--- src/rtl/spi_flash_op_sequencer.sv ---
// Expands one flash operation into a sequence of SPI controller accesses.
// Define SPI_SEQ_ADDR4_EN for 4-byte addressing and the 4-byte opcode set.
module spi_flash_op_sequencer #(
    parameter int DUMMY_CYCLES = 7,
    parameter int POLL_GAP     = 64,
    parameter int POLL_LIMIT   = 65535
) (
    input  logic        clk,
    input  logic        reset_n,
    input  logic        op_valid,
    output logic        op_ready,
    input  logic [1:0]  op_code,
    input  logic [31:0] op_addr,
    input  logic [7:0]  op_len,
    output logic        op_done,
    output logic        op_error,
    output logic        busy,
    output logic        access_request,
    output logic        read_write_n,
    output logic [7:0]  command,
    output logic [31:0] address,
    output logic [1:0]  address_bytes,
    output logic        address_valid,
    output logic [2:0]  dummy_cycles,
    output logic        dummy_valid,
    output logic [7:0]  data_bytes,
    output logic        data_valid,
    input  logic        access_complete,
    input  logic        write_enable,
    input  logic [7:0]  write_address,
    input  logic [7:0]  write_data
);

    localparam int PCW = $clog2(POLL_LIMIT + 1);
    localparam int GCW = (POLL_GAP > 1) ? $clog2(POLL_GAP) : 1;

    localparam logic [1:0] OP_READ       = 2'd0;
    localparam logic [1:0] OP_PROGRAM    = 2'd1;
    localparam logic [1:0] OP_ERASE      = 2'd2;
    localparam logic [1:0] OP_FAST_READ  = 2'd3;

    localparam logic [7:0] CMD_WREN      = 8'h06;
    localparam logic [7:0] CMD_RDSR      = 8'h05;

`ifdef SPI_SEQ_ADDR4_EN
    localparam logic [7:0] CMD_READ      = 8'h13;
    localparam logic [7:0] CMD_FAST_READ = 8'h0C;
    localparam logic [7:0] CMD_PROGRAM   = 8'h12;
    localparam logic [7:0] CMD_ERASE     = 8'h21;
    localparam logic [1:0] ADDR_BYTES    = 2'd3;
`else
    localparam logic [7:0] CMD_READ      = 8'h03;
    localparam logic [7:0] CMD_FAST_READ = 8'h0B;
    localparam logic [7:0] CMD_PROGRAM   = 8'h02;
    localparam logic [7:0] CMD_ERASE     = 8'h20;
    localparam logic [1:0] ADDR_BYTES    = 2'd2;
`endif

    typedef enum logic [2:0] {
        IDLE,
        WREN_REQ,
        OP_REQ,
        POLL_REQ,
        POLL_WAIT,
        DONE
    } state_t;

    typedef struct packed {
        logic        rw_n;
        logic [7:0]  cmd;
        logic [31:0] addr;
        logic [1:0]  addr_bytes;
        logic        addr_v;
        logic [2:0]  dummy;
        logic        dummy_v;
        logic [7:0]  data_bytes;
        logic        data_v;
    } desc_t;

    state_t           state;
    desc_t            desc_q;
    logic [1:0]       code_q;
    logic [31:0]      addr_q;
    logic [7:0]       len_q;
    logic [PCW-1:0]   poll_cnt;
    logic [GCW-1:0]   gap_cnt;
    logic [7:0]       status_q;
    logic [31:0]      addr_map;
    logic             unused_status;
    logic             code_is_read;

`ifdef SPI_SEQ_ADDR4_EN
    assign addr_map = op_addr;
`else
    logic unused_addr_hi;
    assign addr_map = {8'h00, op_addr[23:0]};
    assign unused_addr_hi = ^op_addr[31:24];
`endif

    assign unused_status = ^status_q[7:1];
    assign code_is_read  = (code_q == OP_READ) || (code_q == OP_FAST_READ);

    function automatic desc_t make_desc(
        input state_t      s,
        input logic [1:0]  c,
        input logic [31:0] a,
        input logic [7:0]  n
    );
        desc_t d;
        d = '0;
        case (s)
            WREN_REQ: d.cmd = CMD_WREN;
            OP_REQ: begin
                d.addr_v     = 1'b1;
                d.addr       = a;
                d.addr_bytes = ADDR_BYTES;
                unique case (c)
                    OP_READ: begin
                        d.cmd        = CMD_READ;
                        d.rw_n       = 1'b1;
                        d.data_v     = 1'b1;
                        d.data_bytes = n;
                    end
                    OP_FAST_READ: begin
                        d.cmd        = CMD_FAST_READ;
                        d.rw_n       = 1'b1;
                        d.dummy_v    = 1'b1;
                        d.dummy      = 3'(DUMMY_CYCLES);
                        d.data_v     = 1'b1;
                        d.data_bytes = n;
                    end
                    OP_PROGRAM: begin
                        d.cmd        = CMD_PROGRAM;
                        d.data_v     = 1'b1;
                        d.data_bytes = n;
                    end
                    OP_ERASE: d.cmd = CMD_ERASE;
                endcase
            end
            POLL_REQ: begin
                d.cmd    = CMD_RDSR;
                d.rw_n   = 1'b1;
                d.data_v = 1'b1;
            end
            default: d = '0;
        endcase
        return d;
    endfunction

    assign read_write_n  = desc_q.rw_n;
    assign command       = desc_q.cmd;
    assign address       = desc_q.addr;
    assign address_bytes = desc_q.addr_bytes;
    assign address_valid = desc_q.addr_v;
    assign dummy_cycles  = desc_q.dummy;
    assign dummy_valid   = desc_q.dummy_v;
    assign data_bytes    = desc_q.data_bytes;
    assign data_valid    = desc_q.data_v;

    always_ff @(posedge clk or negedge reset_n) begin
        if (!reset_n) begin
            state          <= IDLE;
            desc_q         <= '0;
            code_q         <= '0;
            addr_q         <= '0;
            len_q          <= '0;
            poll_cnt       <= '0;
            gap_cnt        <= '0;
            status_q       <= '0;
            op_ready       <= 1'b1;
            busy           <= 1'b0;
            op_done        <= 1'b0;
            op_error       <= 1'b0;
            access_request <= 1'b0;
        end else begin
            op_done  <= 1'b0;
            op_error <= 1'b0;
            if (state == POLL_REQ && write_enable && write_address == 8'h00) begin
                status_q <= write_data;
            end
            unique case (state)
                IDLE: begin
                    if (op_valid && op_ready) begin
                        code_q         <= op_code;
                        addr_q         <= addr_map;
                        len_q          <= op_len;
                        op_ready       <= 1'b0;
                        busy           <= 1'b1;
                        access_request <= 1'b1;
                        if (op_code == OP_PROGRAM || op_code == OP_ERASE) begin
                            state  <= WREN_REQ;
                            desc_q <= make_desc(WREN_REQ, op_code, addr_map, op_len);
                        end else begin
                            state  <= OP_REQ;
                            desc_q <= make_desc(OP_REQ, op_code, addr_map, op_len);
                        end
                    end
                end
                WREN_REQ, OP_REQ, POLL_REQ: begin
                    // A one-cycle request gap separates back-to-back accesses
                    if (!access_request) begin
                        access_request <= 1'b1;
                        desc_q         <= make_desc(state, code_q, addr_q, len_q);
                    end else if (access_complete) begin
                        access_request <= 1'b0;
                        desc_q         <= '0;
                        if (state == WREN_REQ) begin
                            state <= OP_REQ;
                        end else if (state == OP_REQ) begin
                            if (code_is_read) begin
                                state   <= DONE;
                                op_done <= 1'b1;
                            end else begin
                                state    <= POLL_REQ;
                                poll_cnt <= '0;
                            end
                        end else begin
                            poll_cnt <= poll_cnt + PCW'(1);
                            if (!status_q[0]) begin
                                state   <= DONE;
                                op_done <= 1'b1;
                            end else if (poll_cnt + PCW'(1) == PCW'(POLL_LIMIT)) begin
                                state    <= DONE;
                                op_done  <= 1'b1;
                                op_error <= 1'b1;
                            end else begin
                                state   <= POLL_WAIT;
                                gap_cnt <= '0;
                            end
                        end
                    end
                end
                POLL_WAIT: begin
                    if (gap_cnt == GCW'(POLL_GAP - 1)) begin
                        state          <= POLL_REQ;
                        gap_cnt        <= '0;
                        access_request <= 1'b1;
                        desc_q         <= make_desc(POLL_REQ, code_q, addr_q, len_q);
                    end else begin
                        gap_cnt <= gap_cnt + GCW'(1);
                    end
                end
                DONE: begin
                    state    <= IDLE;
                    op_ready <= 1'b1;
                    busy     <= 1'b0;
                end
                default: state <= IDLE;
            endcase
        end
    end

endmodule
--- config.mk ---
export PLATFORM = sky130hd
export DESIGN_NAME = spi_flash_op_sequencer
export DESIGN_NICKNAME = d
export VERILOG_FILES = /design/src/rtl/spi_flash_op_sequencer.sv
export SDC_FILE = /design/constraint.sdc
export NUM_CORES = 1
export LEC_CHECK = 0
export BUFFER_PORTS_ARGS = -buffer_cell sky130_fd_sc_hd__buf_2
export CORE_UTILIZATION = 50
export DETAILED_ROUTE_END_ITERATION = 8
export GPL_TIMING_DRIVEN = 0
export HOLD_SLACK_MARGIN = 0.03
export PLACE_DENSITY = 0.75
export SLEW_MARGIN = 0
export SYNTH_ARGS = -nofsm -noshare
export SYNTH_HDL_FRONTEND = slang
export SYNTH_SLANG_ARGS = --single-unit
--- constraint.sdc ---
create_clock -name clk -period 2.6 [get_ports clk]
set_clock_uncertainty 0.1 [all_clocks]
set_input_delay 0.13 -clock clk [delete_from_list [all_inputs] [get_ports clk]]
set_output_delay 0.13 -clock clk [all_outputs]
set_load 0.05 [all_outputs]
==> reports/qor.csv <==
metric,value,unit
hp-class,in -> reg,
dieArea,0.0108,mm²
finalNetCount,741,
end_kind,register,
max_stage_delay,0.55,ns
yosys_warnings,0,
hold_viol_final,0,
worst_path_dominant_cell_family,buffers and inverters,
postSynthCellCount,512,
netlist_area,0.00518,mm²
grtUsageTotal,0.235,
avgRoutedWirePerCell,15.0,µm
grt_pass1_vias,4438,
maxSlewHeadroom,0.591,
coreArea,0.00991,mm²
drt_iter0_drc,193,
synth_cell_types,59,
tns,0,ns
period_needed,2.43,ns
cts_inserted_buffers,9,
syn_to_final_growth,25.9,%
synth.avg_cell_area,10.1,µm²
ir_drop,0.860,mV
cts_buffer_depth,2,
grt_pass1_wl,20700,µm
first_pass_iters,5,
clock_latency,0.37,ns
postLayoutCellArea,0.00652,mm²
synth-async-reset-ratio,1.00,
antenna_found_initial,0,
fmax,0.411,GHz
crit_fanout,10,
overflow,0,
ant_nets,0,
worst_slew_pin_slew,0.611,ns
antenna_cells,0,
clock_sinks,106,
finalCritPeriodShare,0.935,
ys.flop_type,dfrtp_1,
cts_root_buffer,clkbuf_8,
die_w,104,µm
grt_max_degree,67,
synth_edf_count,0,
route.detailed.drc,0,
layout-drive-gt1-share,0.287,
synth-seq-cells,106,
setup_viol,0,
io_buffers,97,
cts_tree,yes,
die_h,104,µm
routed_wl,12100,µm
initial_utilization,0.523,
p_leak,3.07,nW
status,finished clean,
slowest_stage,dlygate4sd3_1,
cap_violations,0,
required,2.76,ns
rows,36,
placed_area,0.00591,mm²
timing.critical_path.buf_inv,2,
h-tree-depth,3,
globalplace.congestion,0.854,
pwr_density_cell,1170,mW/mm²
num_io_pins,125,
clk_pin_slew,0.11,ns
crit_arrival,2.59,ns
vias,4406,
startpoint_type,register,
worstSetupPathType,reg -> reg,
ys_seq_area_frac,0.512,
rsz0062_at_grt,false,
post_drt_via_cell_ratio,5.45,
final_max_slew_viol_count,0,
hpwl,8320,µm
path_cells,"clkbuf_1, nor4bb_1, nand3_1, mux2_2, dlygate4sd3_1",
worst min-delay path, cell delays in order:
cell     delay, ns
buf_2         0.13
nand4_1       0.09
a31o_2        0.15
routing by layer:
metal | wire, µm | global-route usage | vias up
li1 | - | - | 2116
met1 | 5450 | 0.313 | 2120
met2 | 5890 | 0.381 | 141
met3 | 493 | 0.0334 | 29
met4 | 278 | 0.104 | 0
met5 | 0 | 0 | -
flip-flops by register name, summed over array words and instances (netlist names), 3 cells and up:
signal / count
state: 3
address: 24
addr_q: 24
poll_cnt: 16
gap_cnt: 6
command: 5
len_q: 8
data_bytes: 8
synthesized netlist by cell type (all sizes together) (2+ instances only):
master / n / area share
o21ai: 33 / 0.032
nor2b: 3 / 0.0036
nor3: 6 / 0.0068
o31ai: 2 / 0.0029
nand2: 44 / 0.032
nor4b: 2 / 0.0046
ha: 8 / 0.019
or3: 3 / 0.0036
dfrtp: 105 / 0.51
clkbuf: 17 / 0.012
xnor2: 3 / 0.0051
o21a: 4 / 0.0058
and3: 6 / 0.0072
a31oi: 8 / 0.011
inv: 7 / 0.0051
nand4: 4 / 0.0077
a2111oi: 3 / 0.0087
nand3: 12 / 0.014
nor2: 90 / 0.065
and2: 2 / 0.0024
xor2: 4 / 0.0068
a221oi: 34 / 0.057
o22ai: 4 / 0.0048
a21oi: 13 / 0.013
mux2: 34 / 0.074
nand2b: 2 / 0.0024
a21o: 2 / 0.0029
nor4: 3 / 0.0036
buf: 32 / 0.039
cell usage in the layout (no fill, tap or decap), types with 3 or more instances in the layout:
cell,synthesis,final
nor2_1,90,89
conb_1,1,12
dfrtp_1,105,105
a21oi_1,13,11
and3_1,6,6
o21ai_0,28,28
inv_1,7,7
nand2_1,44,44
xnor2_1,3,3
or3_1,3,3
mux2_2,34,34
a221oi_1,34,34
nand4_1,3,3
nor3_1,5,4
ha_1,8,8
inv_8,0,3
buf_4,17,18
buf_2,15,111
clkbuf_8,0,9
o21ai_1,5,5
nand3_1,11,11
nor2b_1,3,3
dlygate4sd3_1,0,38
a31oi_1,7,7
o21a_1,4,4
clkbuf_1,17,18
xor2_1,4,4
nor4_1,3,3
o22ai_1,4,4
layout make-up:
type	count	area, µm²
fillers	794	3390
flip-flops and latches	106	2650
multi-input cells	361	2310
repair buffers	136	896
plain buffers	49	267
well taps	133	166
clock buffers	10	128
clock inverters	6	80.1
inverters	7	26.3
cells by family (layout without fill, tap and decap cells):
kind of cell               after synthesis  count (layout)  share of synthesized area
buffers and inverters                   56             208                     0.0565
xor gates and xnor gates                 7               7                     0.0118
AOI/OAI and AO/OA                      112             112                      0.153
DFF                                    106             106                      0.512
other                                    1              12                   0.000723
muxes                                   34              34                     0.0739
adders and majority gates                9               9                     0.0212
and+or+nand+nor                        187             187                      0.171
path summary, 6_finish.rpt:
| check | endpoint | start | slack [ns] | depth (start not counted) |
|---|---|---|---|---|
| setup / recovery | status_q[0] | state[0] | 0.17 | 5 |
| hold / removal | state[1] | access_complete | 0.06 | 3 |
| setup reg to reg | status_q[0] | state[0] | 0.17 | 5 |
| hold reg to reg | command[0] | command[0] | 0.41 | 1 |
| max in group asynchronous | op_ready | reset_n | 1.50 | 3 |
| min in group asynchronous | gap_cnt[0] | reset_n | 0.19 | 2 |
timing repair:
action,in CTS,in global routing
resized for setup,0,6
setup buffers,0,0
endpoints found under the setup margin,0,45
endpoints found under the hold margin,108,0
hold buffers,38,0
where the power goes:
part / switching (mW) / internal (mW)
clock: 0.611 / 0.470
sequential: 0.319 / 2.21
combinational: 2.80 / 1.20
per-stage QoR:
step                 util  std cells  power [mW]  setup slack, ns  hold slack [ns]
finish              0.658        808        7.61            0.170           0.0579
global route        0.658        808        8.10           0.0218           0.0417
CTS                 0.655        808        7.59           0.0301           0.0385
detailed placement  0.596        754        6.46           0.0432           0.0591
global placement    0.593        753        6.34           0.0862            0.266
floorplan               -        523        5.51            0.496           -0.266
No activity file was read; power rests on OpenSTA's default activity.
